$ cat src/rtl/axi4_lite_cmd_mgr.sv
// Single-outstanding AXI4-Lite manager: turns a valid/ready command/response port into AXI4-Lite transactions.
// Define AXIL_MGR_TIMEOUT_EN to add a per-phase watchdog and the sticky timeout_flag output.
module axi4_lite_cmd_mgr #(
  parameter int DATA_WIDTH     = 32,
  parameter int ADDR_WIDTH     = 32,
  parameter int TIMEOUT_CYCLES = 256
) (
  input  logic                    aclk,
  input  logic                    areset,
  input  logic                    cmd_valid,
  output logic                    cmd_ready,
  input  logic                    cmd_write,
  input  logic [ADDR_WIDTH-1:0]   cmd_addr,
  input  logic [DATA_WIDTH-1:0]   cmd_wdata,
  input  logic [DATA_WIDTH/8-1:0] cmd_wstrb,
  output logic                    rsp_valid,
  input  logic                    rsp_ready,
  output logic [DATA_WIDTH-1:0]   rsp_rdata,
  output logic [1:0]              rsp_resp,
  output logic                    rsp_write,
  output logic [ADDR_WIDTH-1:0]   m_axi_awaddr,
  output logic [2:0]              m_axi_awprot,
  output logic                    m_axi_awvalid,
  input  logic                    m_axi_awready,
  output logic [DATA_WIDTH-1:0]   m_axi_wdata,
  output logic [DATA_WIDTH/8-1:0] m_axi_wstrb,
  output logic                    m_axi_wvalid,
  input  logic                    m_axi_wready,
  input  logic [1:0]              m_axi_bresp,
  input  logic                    m_axi_bvalid,
  output logic                    m_axi_bready,
  output logic [ADDR_WIDTH-1:0]   m_axi_araddr,
  output logic [2:0]              m_axi_arprot,
  output logic                    m_axi_arvalid,
  input  logic                    m_axi_arready,
  input  logic [DATA_WIDTH-1:0]   m_axi_rdata,
  input  logic [1:0]              m_axi_rresp,
  input  logic                    m_axi_rvalid,
  output logic                    m_axi_rready
`ifdef AXIL_MGR_TIMEOUT_EN
  ,
  output logic                    timeout_flag
`endif
);

  localparam int STRB_W = DATA_WIDTH / 8;

  if (TIMEOUT_CYCLES < 2 || (DATA_WIDTH != 32 && DATA_WIDTH != 64)) begin : g_bad_param
    $error("axi4_lite_cmd_mgr: unsupported DATA_WIDTH or TIMEOUT_CYCLES");
  end

  typedef enum logic [2:0] {IDLE, WR, WR_RESP, RD_ADDR, RD_DATA, RSP} state_t;

  state_t                state_q, state_d;
  logic                  cmd_ready_q, cmd_ready_d;
  logic                  awvalid_q, awvalid_d;
  logic                  wvalid_q, wvalid_d;
  logic                  bready_q, bready_d;
  logic                  arvalid_q, arvalid_d;
  logic                  rready_q, rready_d;
  logic [ADDR_WIDTH-1:0] addr_q, addr_d;
  logic [DATA_WIDTH-1:0] wdata_q, wdata_d;
  logic [STRB_W-1:0]     wstrb_q, wstrb_d;
  logic                  rsp_valid_q, rsp_valid_d;
  logic [DATA_WIDTH-1:0] rsp_rdata_q, rsp_rdata_d;
  logic [1:0]            rsp_resp_q, rsp_resp_d;
  logic                  rsp_write_q, rsp_write_d;

`ifdef AXIL_MGR_TIMEOUT_EN
  localparam int CNT_W = $clog2(TIMEOUT_CYCLES);
  logic [CNT_W-1:0] tmo_cnt_q, tmo_cnt_d;
  logic             timeout_flag_q, timeout_flag_d;
  assign timeout_flag = timeout_flag_q;
`endif

  always_comb begin
    state_d     = state_q;
    cmd_ready_d = cmd_ready_q;
    awvalid_d   = awvalid_q;
    wvalid_d    = wvalid_q;
    bready_d    = bready_q;
    arvalid_d   = arvalid_q;
    rready_d    = rready_q;
    addr_d      = addr_q;
    wdata_d     = wdata_q;
    wstrb_d     = wstrb_q;
    rsp_valid_d = rsp_valid_q;
    rsp_rdata_d = rsp_rdata_q;
    rsp_resp_d  = rsp_resp_q;
    rsp_write_d = rsp_write_q;
    case (state_q)
      IDLE: begin
        if (cmd_valid && cmd_ready_q) begin
          cmd_ready_d = 1'b0;
          addr_d      = cmd_addr;
          wdata_d     = cmd_wdata;
          wstrb_d     = cmd_wstrb;
          rsp_write_d = cmd_write;
          if (cmd_write) begin
            awvalid_d = 1'b1;
            wvalid_d  = 1'b1;
            state_d   = WR;
          end else begin
            arvalid_d = 1'b1;
            state_d   = RD_ADDR;
          end
        end
      end
      WR: begin
        // AW and W retire independently; a phase already retired ignores further readies
        if (m_axi_awready) awvalid_d = 1'b0;
        if (m_axi_wready)  wvalid_d  = 1'b0;
        if ((!awvalid_q || m_axi_awready) && (!wvalid_q || m_axi_wready)) begin
          bready_d = 1'b1;
          state_d  = WR_RESP;
        end
      end
      WR_RESP: begin
        if (m_axi_bvalid && bready_q) begin
          bready_d    = 1'b0;
          rsp_resp_d  = m_axi_bresp;
          rsp_rdata_d = '0;
          rsp_valid_d = 1'b1;
          state_d     = RSP;
        end
      end
      RD_ADDR: begin
        if (m_axi_arready) begin
          arvalid_d = 1'b0;
          rready_d  = 1'b1;
          state_d   = RD_DATA;
        end
      end
      RD_DATA: begin
        if (m_axi_rvalid && rready_q) begin
          rready_d    = 1'b0;
          rsp_rdata_d = m_axi_rdata;
          rsp_resp_d  = m_axi_rresp;
          rsp_valid_d = 1'b1;
          state_d     = RSP;
        end
      end
      RSP: begin
        if (rsp_ready) begin
          rsp_valid_d = 1'b0;
          cmd_ready_d = 1'b1;
          state_d     = IDLE;
        end
      end
      default: state_d = IDLE;
    endcase
`ifdef AXIL_MGR_TIMEOUT_EN
    // A phase that is still waiting on its last permitted cycle is abandoned with DECERR
    timeout_flag_d = timeout_flag_q;
    tmo_cnt_d      = tmo_cnt_q + 1'b1;
    if (state_q inside {WR, WR_RESP, RD_ADDR, RD_DATA} && state_d == state_q &&
        tmo_cnt_q == CNT_W'(TIMEOUT_CYCLES - 1)) begin
      awvalid_d      = 1'b0;
      wvalid_d       = 1'b0;
      bready_d       = 1'b0;
      arvalid_d      = 1'b0;
      rready_d       = 1'b0;
      rsp_resp_d     = 2'b11;
      rsp_rdata_d    = '0;
      rsp_valid_d    = 1'b1;
      timeout_flag_d = 1'b1;
      state_d        = RSP;
    end
    if (state_d != state_q) tmo_cnt_d = '0;
`endif
  end

  always_ff @(posedge aclk or posedge areset) begin
    if (areset) begin
      state_q     <= IDLE;
      cmd_ready_q <= 1'b1;
      awvalid_q   <= 1'b0;
      wvalid_q    <= 1'b0;
      bready_q    <= 1'b0;
      arvalid_q   <= 1'b0;
      rready_q    <= 1'b0;
      addr_q      <= '0;
      wdata_q     <= '0;
      wstrb_q     <= '0;
      rsp_valid_q <= 1'b0;
      rsp_rdata_q <= '0;
      rsp_resp_q  <= 2'b00;
      rsp_write_q <= 1'b0;
`ifdef AXIL_MGR_TIMEOUT_EN
      tmo_cnt_q      <= '0;
      timeout_flag_q <= 1'b0;
`endif
    end else begin
      state_q     <= state_d;
      cmd_ready_q <= cmd_ready_d;
      awvalid_q   <= awvalid_d;
      wvalid_q    <= wvalid_d;
      bready_q    <= bready_d;
      arvalid_q   <= arvalid_d;
      rready_q    <= rready_d;
      addr_q      <= addr_d;
      wdata_q     <= wdata_d;
      wstrb_q     <= wstrb_d;
      rsp_valid_q <= rsp_valid_d;
      rsp_rdata_q <= rsp_rdata_d;
      rsp_resp_q  <= rsp_resp_d;
      rsp_write_q <= rsp_write_d;
`ifdef AXIL_MGR_TIMEOUT_EN
      tmo_cnt_q      <= tmo_cnt_d;
      timeout_flag_q <= timeout_flag_d;
`endif
    end
  end

  assign cmd_ready     = cmd_ready_q;
  assign rsp_valid     = rsp_valid_q;
  assign rsp_rdata     = rsp_rdata_q;
  assign rsp_resp      = rsp_resp_q;
  assign rsp_write     = rsp_write_q;
  assign m_axi_awaddr  = addr_q;
  assign m_axi_araddr  = addr_q;
  assign m_axi_awprot  = 3'b000;
  assign m_axi_arprot  = 3'b000;
  assign m_axi_awvalid = awvalid_q;
  assign m_axi_wdata   = wdata_q;
  assign m_axi_wstrb   = wstrb_q;
  assign m_axi_wvalid  = wvalid_q;
  assign m_axi_bready  = bready_q;
  assign m_axi_arvalid = arvalid_q;
  assign m_axi_rready  = rready_q;

endmodule

$ cat config.mk
export PLATFORM = sky130hd
export DESIGN_NAME = axi4_lite_cmd_mgr
export DESIGN_NICKNAME = d
export VERILOG_FILES = /design/src/rtl/axi4_lite_cmd_mgr.sv
export SDC_FILE = /design/constraint.sdc
export NUM_CORES = 1
export LEC_CHECK = 0
export CAP_MARGIN = 30
export CORE_ASPECT_RATIO = 0.7
export CORE_MARGIN = 1.5
export CORE_UTILIZATION = 37
export DETAILED_ROUTE_END_ITERATION = 12
export PLACE_DENSITY = 0.77
export SYNTH_ARGS = -nofsm -noshare
export SYNTH_HDL_FRONTEND = slang
export SYNTH_SLANG_ARGS = --single-unit
$ cat constraint.sdc
create_clock -name aclk -period 4.12 [get_ports aclk]
set_input_delay 0.824 -clock aclk [delete_from_list [all_inputs] [get_ports aclk]]
set_output_delay 0.824 -clock aclk [all_outputs]
set_load 0.02 [all_outputs]
# Word-level counts from Yosys, hierarchy flattened
# Cells that the tools add are included.
[totals] ff_bits=113 in_bits=114
[op_classes] n_eq_ne=15 n_mux=37 n_reduce_logical=26
[op_table] op="$mux 32" n=2
[op_table] op="$pmux 32 s2" n=1
[op_table] op="$ne 2x2->1 const B" n=10
[op_table] op="$mux 3" n=6
[op_table] op="$pmux 3 s6" n=1
[op_table] op="$mux 1" n=16
[op_table] op="$reduce_and 4->1" n=4
[op_table] op="$pmux 1 s2" n=6
[op_table] op="$reduce_and 3->1" n=4
[op_table] op="$reduce_bool 2->1" n=6
[op_table] op="$eq 3x2->1 const B" n=2
[op_table] op="$eq 3x3->1 const B" n=2
[op_table] op="$mux 2" n=3
[op_table] op="$reduce_and 6->1" n=1
[op_table] op="$logic_and 1x1->1" n=4
[op_table] op="$pmux 2 s2" n=1
[op_table] op="$eq 3x1->1 const B" n=1
[op_table] op="$logic_not 3->1" n=1
[op_table] op="$pmux 1 s3" n=1
[op_table] op="$reduce_bool 3->1" n=1
[op_table] op="$logic_not 1->1" n=2
[op_table] op="$logic_or 1x1->1" n=2
[op_table] op="$reduce_and 2->1" n=1

# Longest topological paths before layout
[depth] ltp_word=5 depth_mapped=6 ltp_nobuf=4

# Worst setup path before layout
# No wires, ideal clock.
[synth_path] path_kind="input-to-reg" startpoint="input port cmd_valid" endpoint="register addr_q[0], in the netlist m_axi_araddr[0]" path_slack_ps=2130 t_arrival_ps=1865 setup_ps=125 stages=4 path_cell_list="nand2_1 nor4_4 buf_6 mux2_4"
[synth_via] elab_chain_cells=2
[synth_rtl] item="from (decl)" line="10" rtl="input logic cmd_valid,"
[synth_rtl] item="$logic_and 1x1->1" line="93" rtl="if (cmd_valid && cmd_ready_q) begin"
[synth_rtl] item="$reduce_and 2->1 (no line)"
[synth_rtl] item="to (signal assigned)" line="201" rtl="addr_q <= addr_d;"
[synth_rtl] item="to (decl)" line="61" rtl="logic [ADDR_WIDTH-1:0] addr_q, addr_d;"
# Every way passes these cells.
# A chain may end at the register's enable or synchronous reset.

# Worst setup path after layout
[layout_path] startpoint="register cmd_ready_q, in the netlist cmd_ready" endpoint="output port cmd_ready"
[layout_lines] item="from (decl)" line="55" rtl="logic cmd_ready_q, cmd_ready_d;"
[layout_lines] item="from (signal assigned)" line="195" rtl="cmd_ready_q <= cmd_ready_d;"
[layout_lines] item="to (decl)" line="11" rtl="output logic cmd_ready,"
# No word-level cell between the ends.

==> insert_results.sql <==
INSERT INTO impl_metrics (metric_group, metric, value, unit) VALUES
('status', 'status', 'complete, but fails checks', ''),
('status', 'violations_in_the_final_reports', 'design-rule violations', ''),
('logic_synthesis', 'synth_cells', '336', ''),
('logic_synthesis', 'synth_top_area_share', '57.9', '%'),
('logic_synthesis', 'ys_top_cells_by_count', '112 x dfrtp_1, 41 x mux2_2, 39 x buf_4, 33 x a22o_1, 29 x mux2_4', ''),
('floorplan', 'fp.dieH', '98.7', 'um'),
('layout', 'nNetsFinal', '678', ''),
('clock_network', 'post_cts.resized_instances', '0', ''),
('detailed_routing', 'dr_total_vias', '3560', ''),
('clock_network', 'numClockSinks', '113', ''),
('logic_synthesis', 'yosysSeqAreaShare', '58.5', '%'),
('clock_network', 'clockRootBuffer', 'clkbuf_16', ''),
('logic_synthesis', 'synth_flop_cell', 'dfrtp_1', ''),
('power', 'power.internal', '4.57', 'mW'),
('setup_path', 'cp_cell_sequence', 'clkdlybuf4s50_1', ''),
('logic_synthesis', 'syn_avg_cell_area', '14.4', 'sq um'),
('logic_synthesis', 'ys_warn_count', '0', ''),
('place', 'routabilityCongestion', '0.818', ''),
('timing', 'fin_crit_sh', '58.4', '%'),
('detailed_routing', 'drc', '15', ''),
('setup_path', 'worst-path-buf-inv', '1', ''),
('setup_path', 'crit_required', '3.30', 'ns'),
('clock_network', 'htree_levels', '4', ''),
('timing', 'worst_pin_slew', '0.543', 'ns'),
('power', 'vdd.ir_drop.worst', '422', 'uV'),
('floorplan', 'initial_core_util', '38.4', '%'),
('timing', 'setup-tns-final', '0', 'ns'),
('grt', 'antenna_found_initial', '0', ''),
('logic_synthesis', 'synth_cell_types', '38', ''),
('grt', 'grtUsageTotal', '18.7', '%'),
('run', 'cap_violations', '0', ''),
('logic_synthesis', 'synth_most_common_cell', 'dfrtp_1', ''),
('timing', 'hold_violations', '0', ''),
('logic_synthesis', 'synth.top_cells.by_area', 'dfrtp_1 58%, mux2_2 9.5%, mux2_4 9.0%', ''),
('clock_network', 'path_clk_slew', '0.05', 'ns'),
('clock_network', 'cts_hold_buffers', '0', ''),
('detailed_routing', 'detail_route.first_pass.iterations', '10', ''),
('logic_synthesis', 'cell_accounting_for_the_most_synthesized_area', 'dfrtp_1', ''),
('detailed_routing', 'finalWirelength', '12.6', 'mm'),
('floorplan', 'die_x', '140', 'um'),
('layout', 'final.fill_count', '989', ''),
('floorplan', 'core.rowCount', '34', ''),
('setup_path', 'crit_path_max_incr_delay', '0.62', 'ns'),
('layout', 'antennaDiodeCount', '0', ''),
('clock_network', 'clkLatencyLatePin', '0.40', 'ns'),
('logic_synthesis', 'synth_area', '4840', 'sq um'),
('clock_network', 'cts_buffer_depth', '2', ''),
('grt', 'grt_start_max_net_pins', '72', ''),
('detailed_routing', 'antenna_violating_nets_post_route', '0', ''),
('timing', 'fmaxAchievable', '415', 'MHz'),
('power', 'share_seq_of_total_power', '29.7', '%'),
('power', 'finalPower', '7.06', 'mW'),
('floorplan', 'ios', '262', ''),
('floorplan', 'dieArea', '13800', 'sq um'),
('clock_network', 'tritoncts.num_buffers', '17', ''),
('grt', 'globalRouteOverflowTotal', '0', ''),
('timing', 'setup_repair_after_global_routing_missed_its_margin', 'false', ''),
('logic_synthesis', 'synth_edf_count', '0', ''),
('layout', 'flow.area_growth_from_synthesis', '63.8', '%'),
('logic_synthesis', 'ys_seq_elements', '113', ''),
('setup_path', 'critical-path-slowest-cell', 'clkdlybuf4s50_1', ''),
('detailed_routing', 'via_per_inst', '4.82', ''),
('setup_path', 'worst_setup_path_category', 'flip-flop to output pin', ''),
('power', 'power_frac_clock', '21.8', '%'),
('power', 'combinationalPowerShare', '48.5', '%'),
('setup_path', 'worst_ep_arrival_time', '1.58', 'ns'),
('detailed_routing', 'drt_first_iter_violations', '131', ''),
('grt', 'grt_pass1_wl', '19.9', 'mm'),
('hold_path', 'hold_path_class', 'flip-flop to flip-flop', ''),
('place', 'post-dp-hpwl', '9.20', 'mm'),
('timing', 'finClkSkew', '0.00690', 'ns');
## power by group through the flow
| stage | Sequential, mW | Clock [mW] | Combinational (mW) |
|---|---|---|---|
| after detailed placement | 2.10 | 0 | 3.44 |
| after global routing | 2.18 | 1.63 | 3.57 |
| after CTS | 2.10 | 1.57 | 3.45 |
| after global placement | 2.07 | 0 | 3.36 |
| after floorplan | 2.67 | 0 | 1.33 |
| final | 2.09 | 1.54 | 3.42 |
## metal layers
layer	track usage, %	wire length [um]	vias to the layer above
met2	31.2	6260	151
met1	23.5	5340	1786
met3	5.73	845	12
met4	5.51	142	0
met5	0	0	-
li1	-	-	1611
## final cells by class
cell class | instances | area [sq um] | area share [%]
multi-input cells | 166 | 1580 | 19.9
clock buffers | 23 | 468 | 5.91
inverters | 5 | 21.3 | 0.268
clock inverters | 9 | 155 | 1.96
well taps | 162 | 203 | 2.56
repair buffers | 261 | 2670 | 33.7
flip-flops and latches | 113 | 2830 | 35.7
## cells by family (layout without fill, tap and decap cells)
group	after synthesis	count (layout)	share of synthesized area [%]
AOI/OAI and AO/OA	57	57	9.60
buffers and inverters	62	298	9.29
DFF	113	113	58.5
muxes	72	72	19.0
other	1	6	0.0775
and+or+nand+nor	31	31	3.60
## per-stage QoR
stage               hold slack [ns]  instance area (sq um)  utilization, %  cells  setup WS [ns]
finish                        0.504                   7920            62.9    739           1.71
global route                  0.518                   7920            62.9    739           1.66
floorplan                     0.568                   4860               -    341          0.310
global placement              0.462                   7220            57.3    704           1.48
detailed placement            0.490                   7300            58.0    707           1.49
CTS                           0.506                   7920            62.9    739           1.70
## registers in the layout, indices dropped and copies added, names as in the netlist
| signal | count |
|---|---|
| m_axi_araddr | 32 |
| m_axi_wdata | 32 |
| rsp_rdata | 32 |
| m_axi_wstrb | 4 |
| state_q | 3 |
| rsp_resp | 2 |
| cmd_ready | 1 |
| m_axi_arvalid | 1 |
| m_axi_awvalid | 1 |
| m_axi_bready | 1 |
| m_axi_rready | 1 |
| m_axi_wvalid | 1 |
| rsp_valid | 1 |
| rsp_write | 1 |
## worst paths after layout
check                      cells past startpoint                      endpoint                      start  slack (ns)
max                                            1                     cmd_ready      cmd_ready$_DFFE_PP1P_        1.71
min                                            1     rsp_rdata[16]$_DFFE_PP0P_  rsp_rdata[16]$_DFFE_PP0P_        0.50
max reg2reg                                    3  m_axi_araddr[24]$_DFFE_PP0P_     state_q[1]$_DFFE_PP0P_        2.18
min reg2reg                                    1     rsp_rdata[16]$_DFFE_PP0P_  rsp_rdata[16]$_DFFE_PP0P_        0.50
max in group asynchronous                      3         cmd_ready$_DFFE_PP1P_                     areset        2.61
min in group asynchronous                      2   m_axi_wdata[30]$_DFFE_PP0P_                     areset        0.83
## cells in the final DEF, fill, tap and decap left out, types with 2 or more instances in the layout
cell type,netlist,routed
dfrtp_1,112,112
nand4b_1,2,2
mux2_2,41,41
conb_1,1,6
clkbuf_1,2,4
a21oi_1,3,3
inv_1,5,4
buf_16,0,3
mux2i_1,2,2
bufinv_16,0,4
clkbuf_16,0,17
nor2b_1,3,3
a2bb2oi_1,2,2
nand2_1,13,13
a22o_1,33,33
buf_4,39,2
clkinvlp_4,0,4
mux2_4,29,29
and2_1,3,3
nor2_1,5,5
o21ai_0,6,6
clkbuf_8,0,2
clkdlybuf4s50_1,0,255
No activity file was read; power rests on OpenSTA's default activity.
==> variant 1, RTL diff (same flow settings) <==
The parameter `ADDR_WIDTH` goes from 32 to 48.
--- a/src/rtl/axi4_lite_cmd_mgr.sv
+++ b/src/rtl/axi4_lite_cmd_mgr.sv
@@ -2,7 +2,7 @@
 // Define AXIL_MGR_TIMEOUT_EN to add a per-phase watchdog and the sticky timeout_flag output.
 module axi4_lite_cmd_mgr #(
   parameter int DATA_WIDTH     = 32,
-  parameter int ADDR_WIDTH     = 32,
+  parameter int ADDR_WIDTH     = 48,
   parameter int TIMEOUT_CYCLES = 256
 ) (
   input  logic                    aclk,
Interface: changed (resized cmd_addr, m_axi_araddr and m_axi_awaddr); port bits go from 262 to 310. The function was not compared with the original's and may differ.
==> variant 1 against the unedited design <==
Routed wire length is 14% higher; critical path depth stayed put; synthesized cell count is 15% higher; count of clock-buffer cells in the layout is 5 lower; non-clock buffer count is 49 higher; synthesized area is 11% higher; power is 12% higher; cell area is 12% higher; setup slack worse by 0.0054 ns; via count is 13% higher; clock skew is 0.0048 ns higher; sequential cell count is 16 higher.
==> variant 1: results <==
export IMPL_grt_max_degree=78
export IMPL_rr_worst_depth=3
export IMPL_synth_common_cells="dfrtp_1 (128), buf_4 (58), mux2_2 (57)"
export IMPL_placed_area_sq_um=8240
export IMPL_fill_cells=1085
export IMPL_critPathTopFamily="buffers and inverters"
export IMPL_drtIter0Drc=191
export IMPL_ys_seq_area_share_pct=60.0
export IMPL_wl_per_cell_um=16.9
export IMPL_drive_gt1_share_pct=15.2
export IMPL_grt_pass1_vias=4262
export IMPL_place_hpwl_um=10700
export IMPL_critPathLaunch="cmd_ready$_DFFE_PP1P_"
export IMPL_r2r_slack_ns=2.20
export IMPL_vias_per_cell=4.76
export IMPL_ys_types=35
export IMPL_min_to="m_axi_wdata[14]$_DFFE_PP0P_"
export IMPL_fin_ws_ns=1.71
export IMPL_worst_slew_pin_transition_ns=0.595
export IMPL_slowest_delay_ns=0.64
export IMPL_antenna_cells=0
export IMPL_nets=775
export IMPL_status="finished, final reports clean"
export IMPL_grt_first_pass_wirelength_um=22700
export IMPL_p_leak_nw=3.85
export IMPL_pre_cts_ws_ns=1.47
export IMPL_grt_usage_pct=18.9
export IMPL_regToRegEndpoint="m_axi_araddr[12]$_DFFE_PP0P_"
export IMPL_fin_worst_skew_ns=0.0117
export IMPL_min_from="m_axi_wdata[14]$_DFFE_PP0P_"
export IMPL_switching_share_pct=36.6
export IMPL_firstDrtPassIters=4
export IMPL_synthTopCellsByArea="dfrtp_1 (59%), mux2_2 (12%), buf_4 (8.1%)"
export IMPL_gp_congestion=0.773
export IMPL_peakVddDrop_v=0.000499
variant 1: cell types whose count changed in the layout (fill, tap and decap cells not counted), sizes merged:
cell           delta
clkdlybuf4s50    +48
dfrtp            +16
clkbuf            -5
clkinv            +3
clkinvlp          +1
mux2             +16
buf               +1
variant 1: metal layers:
metal	share of wire, %	GRT usage [%]
met2	51	31.7
met5	0	0
met1	40	22.7
met4	1.9	6.43
met3	7.1	6.27
variant 1: cell families (layout without fill, tap and decap cells):
family | Yosys count | count (layout) | synth area share [%]
flip-flops | 129 | 129 | 60.0
multiplexers | 88 | 88 | 18.4
buffers and inverters | 80 | 346 | 9.97
AO/OA/AOI/OAI | 57 | 57 | 8.43
AND/OR/NAND/NOR | 31 | 31 | 3.23
other | 1 | 6 | 0.0696
variant 1: through the flow:
stage	hold slack [ns]	instances	util (%)	power [mW]
finish	0.483	847	63.3	7.90
global route	0.508	847	63.3	8.27
CTS	0.488	846	63.1	7.97
detailed placement	0.474	815	58.6	6.35
global placement	0.465	814	58.4	6.24
floorplan	0.568	391	-	4.54
variant 1: final cells by class:
class | count | area, sq um | area share, %
clock inverters | 13 | 186 | 2.10
repair buffers | 310 | 3140 | 35.3
clock buffers | 18 | 439 | 4.94
flip-flops and latches | 129 | 3230 | 36.3
multi-input cells | 182 | 1640 | 18.4
inverters | 5 | 22.5 | 0.253
well taps | 190 | 238 | 2.67
variant 1: power by group through the flow:
stage | registers [mW] | clock network, mW | logic [mW]
after detailed placement | 2.38 | 0 | 3.97
after global routing | 2.47 | 1.67 | 4.14
after floorplan | 3.05 | 0 | 1.49
final | 2.37 | 1.58 | 3.95
after global placement | 2.35 | 0 | 3.89
after CTS | 2.38 | 1.61 | 3.98
==> variant 2, RTL diff (same flow settings) <==
Made on the original files. The 6 states of `state_t` get a one-hot encoding in 6 bits.
--- a/src/rtl/axi4_lite_cmd_mgr.sv
+++ b/src/rtl/axi4_lite_cmd_mgr.sv
@@ -49,7 +49,7 @@
     $error("axi4_lite_cmd_mgr: unsupported DATA_WIDTH or TIMEOUT_CYCLES");
   end
 
-  typedef enum logic [2:0] {IDLE, WR, WR_RESP, RD_ADDR, RD_DATA, RSP} state_t;
+  typedef enum logic [5:0] {IDLE = 6'b000001, WR = 6'b000010, WR_RESP = 6'b000100, RD_ADDR = 6'b001000, RD_DATA = 6'b010000, RSP = 6'b100000} state_t;
 
   state_t                state_q, state_d;
   logic                  cmd_ready_q, cmd_ready_d;
Behaviour: no difference found for any inputs over 4 cycles, from zero or initial values and one cycle with areset high; so few cycles prove little.
==> variant 2 against the unedited design <==
Routed wire length grew 1.2%; setup slack barely moved; die area shrank 1.6%; synthesized cell count grew 0.60%; highest routed layer unchanged; cell area fell by 1.7%; worst hold slack worse by 0.0080 ns; largest cell class unchanged; synthesized area is 1.6% lower; register-to-register slack worse by 0.47 ns; sequential cell count grew 3.
Power is not compared: it rests on default switching activity, and its combinational part moved more than twofold at a synthesized area within 25%.
==> variant 2: results <==
export IMPL_place_hpwl_um=9320
export IMPL_grt_pass1_vias=3736
export IMPL_fin_util_pct=62.5
export IMPL_placed_area_sq_um=7210
export IMPL_switching_share_pct=21.8
export IMPL_critPathKind="register to register"
export IMPL_antenna_found_initial=0
export IMPL_routed_wirelength_um=12700
export IMPL_drive_gt1_share_pct=19.7
export IMPL_use_met2_pct=31.9
export IMPL_min_to="rsp_resp[1]$_DFFE_PP0P_"
export IMPL_crit_fanout=6
export IMPL_min_from="rsp_resp[1]$_DFFE_PP0P_"
export IMPL_min_path_cells=2
export IMPL_drtIter0Drc=133
export IMPL_synth_common_cells="dfrtp_1 (114), mux2_2 (69), buf_4 (39)"
export IMPL_met3_length_um=770
export IMPL_ys_seq_area_share_pct=61.0
export IMPL_max_freq_mhz=415
export IMPL_clock_tree_root_cell="clkbuf_16"
export IMPL_slew_headroom_pct=53.6
export IMPL_route_detailed_drc=0
export IMPL_maxUsedRoutingLayer="met4"
export IMPL_synth_fa_ha_area_share_pct=0
export IMPL_grt_use_met3_pct=5.93
export IMPL_vias_per_cell=4.76
export IMPL_ys_types=37
export IMPL_rr_startpoint="state_q[3]$_DFFE_PP0P_"
export IMPL_synth_compound_area_share_pct=9.41
export IMPL_pre_cts_ws_ns=1.48
export IMPL_synthTopCellsByArea="dfrtp_1 (60%), mux2_2 (16%), buf_4 (6.2%)"
export IMPL_cp_arrival_ns=2.67
export IMPL_placedCellCount=710
export IMPL_firstDrtPassIters=4
export IMPL_syn_avg_cell_area_sq_um=14.1
export IMPL_use_met1_pct=24.4
export IMPL_wl_per_cell_um=17.2
export IMPL_grt_usage_pct=19.2
export IMPL_fin_worst_skew_ns=0.00952
export IMPL_status="finished, final reports clean"
export IMPL_gp_congestion=0.829
export IMPL_fill_cells=973
export IMPL_critical_path_endpoint="state_q[1]$_DFFE_PP0P_"
export IMPL_grt_max_degree=71
export IMPL_rr_worst_depth=5
export IMPL_r2r_slack_ns=1.71
export IMPL_antenna_cells=0
export IMPL_ys_warn_count=0
export IMPL_dr_wl_met2_um=6350
export IMPL_timing_hold_ws_ns=0.496
export IMPL_cts_resized=0
export IMPL_cts_buffers=17
export IMPL_nets=681
export IMPL_wl_met1_um=5500
export IMPL_grt_first_pass_wirelength_um=20300
export IMPL_synth_area_mux_share_pct=16.7
## variant 2: changes by cell type after synthesis, sizes merged, moves of 3 or more
cell | unedited run | this run
nand2 | 13 | 8
or4 | 0 | 4
o21ai | 6 | 9
o21a | 0 | 3
## variant 2: power by group through the flow
stage | sequential [mW] | clock (mW) | combinational (mW)
after floorplan | 1.16 | 0 | 0.0278
after global placement | 1.16 | 0 | 0.140
after detailed placement | 1.16 | 0 | 0.142
after CTS | 1.14 | 1.45 | 0.143
after global routing | 1.14 | 1.50 | 0.153
final | 1.14 | 1.41 | 0.140
## variant 2: final cells by class
type | instances | area share [%]
multi-input combinational | 168 | 18.9
sequential | 116 | 37.3
clock buffer | 19 | 5.81
timing repair buffer | 259 | 33.5
tap | 162 | 2.60
clock inverter | 13 | 1.61
inverter | 5 | 0.273
## variant 2: worst max-delay path: stages (launching register included)
cell	delay (ns)
dfrtp_1	0.43
or4_1	0.67
nor3b_1	0.60
nand2b_1	0.18
or4b_1	0.26
o21ai_0	0.13
